$ cat src/rtl/bcd_updown_counter.sv
// rtl/bcd_updown_counter.sv - loadable BCD up/down counter with wrap or saturate at the limits
module bcd_updown_counter #(
  parameter int DIGITS = 3,
  parameter bit WRAP   = 1'b1
) (
  input  logic                clk,
  input  logic                rst,
  input  logic                load,
  input  logic [4*DIGITS-1:0] din,
  input  logic                en,
  input  logic                up,
  output logic [4*DIGITS-1:0] count,
  output logic                V,
  output logic                err,
  output logic                tc
);

  localparam int W = 4 * DIGITS;

  logic [W-1:0]      inc_val;
  logic [W-1:0]      dec_val;
  logic [DIGITS:0]   carry;
  logic [DIGITS:0]   borrow;
  logic [DIGITS-1:0] nine_d;
  logic [DIGITS-1:0] zero_d;
  logic [DIGITS-1:0] bad_d;
  logic              all_nines;
  logic              all_zero;
  logic              din_ok;

  assign carry[0]  = 1'b1;
  assign borrow[0] = 1'b1;

  // carry[k]/borrow[k] mean every lower digit rolls over, so digit k must step
  for (genvar k = 0; k < DIGITS; k++) begin : g_digit
    logic [3:0] d;
    logic [3:0] l;

    assign d            = count[4*k +: 4];
    assign l            = din[4*k +: 4];
    assign nine_d[k]    = (d == 4'd9);
    assign zero_d[k]    = (d == 4'd0);
    assign bad_d[k]     = (l > 4'd9);
    assign carry[k+1]   = carry[k] & nine_d[k];
    assign borrow[k+1]  = borrow[k] & zero_d[k];
    assign inc_val[4*k +: 4] = !carry[k]  ? d : (nine_d[k] ? 4'd0 : d + 4'd1);
    assign dec_val[4*k +: 4] = !borrow[k] ? d : (zero_d[k] ? 4'd9 : d - 4'd1);
  end

  assign all_nines = carry[DIGITS];
  assign all_zero  = borrow[DIGITS];
  assign din_ok    = ~|bad_d;
  assign tc        = up ? all_nines : all_zero;

  always_ff @(posedge clk) begin
    if (rst) begin
      count <= '0;
      V     <= 1'b0;
      err   <= 1'b0;
    end else begin
      V   <= 1'b0;
      err <= 1'b0;
      if (load) begin
        if (din_ok) begin
          count <= din;
        end else begin
          err <= 1'b1;
        end
      end else if (en) begin
        // the digit chain already yields the wrapped value at the limits
        if (up) begin
          V <= all_nines;
          if (!(all_nines && !WRAP)) begin
            count <= inc_val;
          end
        end else begin
          V <= all_zero;
          if (!(all_zero && !WRAP)) begin
            count <= dec_val;
          end
        end
      end
    end
  end

endmodule

$ cat config.mk
export PLATFORM = sky130hd
export DESIGN_NAME = bcd_updown_counter
export DESIGN_NICKNAME = d
export VERILOG_FILES = /design/src/rtl/bcd_updown_counter.sv
export SDC_FILE = /design/constraint.sdc
export NUM_CORES = 1
export LEC_CHECK = 0
export CAP_MARGIN = 20
export CORE_MARGIN = 3
export CORE_UTILIZATION = 30
export CTS_CLUSTER_DIAMETER = 50
export DETAILED_ROUTE_END_ITERATION = 10
export PLACE_DENSITY = 0.65
export SYNTH_ARGS = -nofsm -noshare
export SYNTH_HDL_FRONTEND = slang
export SYNTH_SLANG_ARGS = --single-unit
$ cat constraint.sdc
create_clock -name clk -period 4.94 [get_ports clk]
set_input_delay 0.494 -clock clk [delete_from_list [all_inputs] [get_ports clk]]
set_output_delay 0.494 -clock clk [all_outputs]
set_load 0.02 [all_outputs]
==> reports/qor.csv, run 1 <==
metric,value,unit
status,finished clean,
initial_utilization,0.322,
yosysUniqueCellTypes,55,
postPlaceCellArea,1510,sq um
fin_crit_sh,0.717,
min_period,3.54,ns
portBuffers,31,
hold_depth,2,
num_vias,1202,
synth_top_area_cell,dfxtp_1,
clk_pin_slew,0.06,ns
syn_nets,175,
chipHeight,69.6,um
holdBufCountCts,0,
grt_pass1_vias,1061,
top_level_ports,32,
area_delta_synth_final,28.4,%
placementRows,22,
netlist_area,1210,sq um
critPathCaptureType,output pin,
rsz0062_at_grt,false,
cts-root-buf,clkbuf_8,
start_kind,input port,
yosys_most_used_dff,dfxtp_1,
power_density,240,nW/um^2
drv_slew,0,
pwr-share-clk,0.312,
hold_path.class,reg2reg,
worstSetupPathType,in2out,
rrSetupSlack,2.91,ns
cp_max_fo,23,
leakage,0.525,nW
cts_tree,yes,
ctsHtreeMaxLevel,1,
clockBufferDepth,2,
die_x,69.6,um
arrival,3.05,ns
switching_share,0.326,
reg2reg_depth,5,
worstMarginPinSlew,0.692,ns
skew,0.00217,ns
syn_inst,158,
fmax,0.282,GHz
ant_nets,0,
grt-ovfl-total,0,
crit_top_cell,clkdlybuf4s50_1,
track_usage,0.124,
cts_resized,0,
cts_made_buffers,3,
post_drt_wl_per_cell,13.5,um
synth-seq-area-share,0.231,
vdd_drop_max,118,uV
synth_area_leaders,"dfxtp_1 (23%), mux2i_1 (5.8%), o21ai_0 (4.9%)",
synth-async-reset-ratio,0,
synth_top_area_frac,0.231,
cp_num_cells,6,
internal_power,0.253,mW
syn_area_per_cell,7.69,sq um
insertion_delay,0.25,ns
synth_edf_count,0,
worst-path-buf-inv,2,
grt_pass1_wl,5.04,mm
gp_congestion,0.774,
tns,0,ns
post_cts_buffers,0,
final_util,0.414,
grt_max_degree,24,
dieArea,4850,sq um
drtIter0Drc,56,
slew_headroom,0.537,
path_delay_family,buffers and inverters,
fin_nets,196,
switching_power,0.122,mW
first_pass_iters,4,
hold_viol_final,0,
drc,0,
antenna_found_initial,0,
ys_seq_elements,14,
power_frac_seq,0.373,
crit_chain,clkdlybuf4s50_1 > or4_4 > nor3_4 > nand2_1 > a211oi_2 > clkdlybuf4s50_1,
final_area,1560,sq um
via_per_inst,5.32,
core_area,3770,sq um
setup_viol,0,
drv_cap,0,
required,4.45,ns
cts.sinks,14,
cp_slowest_cell,clkdlybuf4s50_1,
drive_gt1_frac,0.0955,
num_antenna_cells,0,
combinationalPowerShare,0.315,
yosysWarnings,0,
post-dp-hpwl,2.17,mm
slowest_delay,0.76,ns
wl,3.06,mm
==> state kept, by name (all words and copies together), names as in the netlist <==
name	cells
count	12
V	1
err	1
==> layout make-up <==
class	count	area, sq um
multi-input combinational	124	836
fill	388	2210
sequential	14	280
clock buffer	4	55.1
timing repair buffer	31	310
tap	48	60.1
inverter	5	18.8
==> synthesized netlist by cell type, types with 2 or more instances <==
cell type  number
a21oi_1         7
a311oi_1        3
a31oi_1         2
a41oi_1         2
and3_1          2
buf_2           3
buf_4           2
clkbuf_1        6
dfxtp_1        14
inv_1           5
mux2i_1         7
nand2_1        15
nand2b_1        5
nand3_1         7
nor2_1         13
nor2b_1         4
nor3_1          2
o211ai_1        5
o21a_1          2
o21ai_0        12
o21ai_1         2
or2_2           2
xnor2_1         3
xor2_1          2
==> layer usage <==
layer  up-vias  wire (um)  track usage
met5         -          0            0
met4         0         23       0.0255
met3         4        170       0.0333
met2        31       1340        0.192
met1       549       1520        0.173
li1        618          -            -
==> metrics by stage <==
stage,cells,worst slack [ns],hold slack [ns],power [mW]
2_1_floorplan,158,2.71,0.562,0.221
3_3_place_gp,222,1.41,0.575,0.260
3_5_place_dp,222,1.41,0.572,0.260
4_1_cts,226,1.39,0.586,0.379
5_1_grt,226,1.25,0.608,0.394
6_report,226,1.40,0.583,0.374
==> logic make-up after synthesis <==
kind of cell           synth area share
AO/OA/AOI/OAI                     0.296
buffers and inverters            0.0813
AND/OR/NAND/NOR                   0.299
flip-flops                        0.231
XOR/XNOR                         0.0361
multiplexers                     0.0577
==> worst reg2reg max path, delay by kind of cell, from the launching register on <==
family	cells	cell delay, ns
AO/OA/AOI/OAI	3	0.63
AND/OR/NAND/NOR	2	0.88
flip-flops	1	0.43
==> worst paths after layout <==
path,startpoint,end
max reg2reg,count[0]$_SDFFE_PP0P_,count[8]$_SDFFE_PP0P_
max,up,tc
min,count[3]$_SDFFE_PP0P_,count[3]$_SDFFE_PP0P_
min reg2reg,count[3]$_SDFFE_PP0P_,count[3]$_SDFFE_PP0P_
==> cells in the final DEF (no fill, tap or decap), types with 2 or more instances in the layout <==
master / Yosys / routed
dfxtp_1: 14 / 14
a31oi_1: 2 / 2
or2_2: 2 / 2
and3_1: 2 / 2
xor2_1: 2 / 2
a21oi_1: 7 / 7
inv_1: 5 / 5
a41oi_1: 2 / 2
o21a_1: 2 / 2
nand3_1: 7 / 7
nor2_1: 13 / 13
nor2b_1: 4 / 4
xnor2_1: 3 / 3
mux2i_1: 7 / 7
o211ai_1: 5 / 5
clkdlybuf4s50_1: 0 / 31
nand2_1: 15 / 15
clkbuf_8: 0 / 4
o21ai_1: 2 / 2
o21ai_0: 12 / 12
nor3_1: 2 / 2
nand2b_1: 5 / 5
a311oi_1: 3 / 3
==> power by group through the flow <==
stage / Combinational, mW / Sequential [mW] / Clock [mW]
after floorplan: 0.0826 / 0.138 / 0
after global placement: 0.118 / 0.142 / 0
after detailed placement: 0.118 / 0.142 / 0
after CTS: 0.119 / 0.140 / 0.121
after global routing: 0.129 / 0.142 / 0.123
final: 0.118 / 0.140 / 0.117
(Power assumes the default switching activity.)
==> inputs of run 2 (changes only) <==
==> constraint.sdc (replaced) <==
create_clock -name clk -period 3.6 [get_ports clk]
set_input_delay 0.36 -clock clk [delete_from_list [all_inputs] [get_ports clk]]
set_output_delay 0.36 -clock clk [all_outputs]
set_load 0.02 [all_outputs]
==> reports/qor.csv, run 2 (same netlist as run 1, synthesis figures left out) <==
metric,value,unit,change
worstHoldStart,count[3]$_SDFFE_PP0P_,,
largestRegisters,"count: 12 flops, V: 1 flops, err: 1 flops",,
placementRows,22,,unchanged
clk_pin_slew,0.07,ns,about the same
use_met2,0.202,,+0.0106
worstSetupPathType,reg2out,,
holdBufCountCts,0,,unchanged
dieArea,4850,sq um,unchanged
num_antenna_cells,0,,unchanged
drv_slew,0,,unchanged
cts_tree,yes,,
drv_cap,0,,unchanged
cts_resized,0,,unchanged
regMostFlops,count,,
ctsHtreeMaxLevel,1,,unchanged
vdd_drop_max,100,uV,-15%
r2r_start,count[0]$_SDFFE_PP0P_,,
leakage,0.530,nW,+0.91%
area_delta_synth_final,29.0,%,
fmax,0.347,GHz,
path_delay_family,simple AND/OR/NAND/NOR gates,,
cts_made_buffers,3,,unchanged
track_usage,0.136,,+0.0123
hold_viol_final,0,,unchanged
initial_utilization,0.322,,unchanged
status,finished clean,,
cts.sinks,14,,unchanged
insertion_delay,0.25,ns,about the same
crit_chain,or4_1 > nor3_4 > nand2_1 > a211oi_2 > clkdlybuf4s50_1,,
hold_path.class,reg2reg,,
min_to,count[3]$_SDFFE_PP0P_,,
critPathCaptureType,output pin,,
first_pass_iters,4,,unchanged
postPlaceCellArea,1510,sq um,+0.50%
cp_max_fo,13,,-43%
r2r_end,count[8]$_SDFFE_PP0P_,,
post_drt_wl_per_cell,13.9,um,+2.5%
rrSetupSlack,1.58,ns,-1.33 ns
grt-ovfl-total,0,,unchanged
use_met1,0.190,,+0.0166
skew,0.00332,ns,+0.00115 ns
grt_pass1_vias,1147,,+8.1%
arrival,2.52,ns,-0.53 ns
worst-path-buf-inv,1,,-1
top_level_ports,32,,unchanged
final_area,1570,sq um,+0.48%
mostFrequentLayoutCell,clkdlybuf4s50_1,,
required,3.24,ns,-1.21 ns
fin_nets,197,,+0.51%
gp_congestion,0.825,,+6.6%
power_density,330,nW/um^2,+38%
fin_crit_sh,0.801,,
portBuffers,31,,unchanged
drive_gt1_frac,0.101,,+0.00505
die_x,69.6,um,unchanged
num_vias,1232,,+2.5%
reg2reg_depth,5,,unchanged
cp_slowest_cell,or4_1,,
slowest_delay,0.68,ns,-0.08 ns
grt_pass1_wl,5.49,mm,+8.9%
start_kind,register,,
ant_nets,0,,unchanged
worstMarginPinSlew,0.619,ns,-0.0723 ns
drtIter0Drc,114,,+100%
busiest_layer,met2,,
tns,0,ns,unchanged
hold_depth,2,,unchanged
rsz0062_at_grt,false,,
min_period,2.88,ns,
core_area,3770,sq um,unchanged
post-dp-hpwl,2.23,mm,+3.0%
via_per_inst,5.43,,+2.0%
cts-root-buf,clkbuf_8,,
largest_reg_flops,12,,unchanged
chipHeight,69.6,um,unchanged
setup_viol,0,,unchanged
grtUsageMet3,0.0319,,-0.00145
slew_headroom,0.586,,+0.0484
drc,0,,unchanged
grt_max_degree,19,,-21%
final_cell_mix,"clkdlybuf4s50_1 (31), nand2_1 (15), dfxtp_1 (14)",,
final_util,0.416,,+0.00199
post_cts_buffers,0,,unchanged
antenna_found_initial,0,,unchanged
clockBufferDepth,2,,unchanged
wl,3.15,mm,+2.9%
-- run 2: area by class of cell --
type / count / area (sq um)
timing repair buffer: 32 / 318
clock buffer: 4 / 55.1
multi-input combinational: 124 / 836
sequential: 14 / 280
fill: 381 / 2200
tap: 48 / 60.1
inverter: 5 / 18.8
-- run 2: tightest hold or removal path, stage by stage (launching register included) --
cell,delay (ns)
dfxtp_1,0.40
nand2_1,0.09
a21oi_1,0.05
-- run 2: worst max-delay path by stage --
stage          cells past startpoint                  start  end  slack (ns)
2_1_floorplan                      4  count[2]$_SDFFE_PP0P_   tc        1.51
3_3_place_gp                       6                     up   tc        0.73
3_5_place_dp                       6                     up   tc        0.71
4_1_cts                            5  count[0]$_SDFFE_PP0P_   tc        0.70
5_1_grt                            6                     up   tc        0.58
6_report                           5  count[0]$_SDFFE_PP0P_   tc        0.72
-- run 2: power breakdown --
group          internal, mW  switching (mW)
registers             0.165          0.0266
clock network        0.0972          0.0651
logic                0.0848          0.0786
total                 0.347           0.170
-- run 2: through the flow --
| stage | power [mW] | hold WS (ns) | setup slack (ns) | std cells |
|---|---|---|---|---|
| floorplan | 0.303 | 0.428 | 1.51 | 158 |
| global placement | 0.357 | 0.568 | 0.729 | 223 |
| detailed placement | 0.359 | 0.576 | 0.713 | 223 |
| CTS | 0.525 | 0.586 | 0.698 | 227 |
| global route | 0.550 | 0.619 | 0.584 | 227 |
| finish | 0.518 | 0.583 | 0.716 | 227 |
-- run 2: layer usage --
metal	wire length, um	up-vias
met5	0	-
met4	47	0
li1	-	619
met2	1430	35
met1	1500	573
met3	173	5
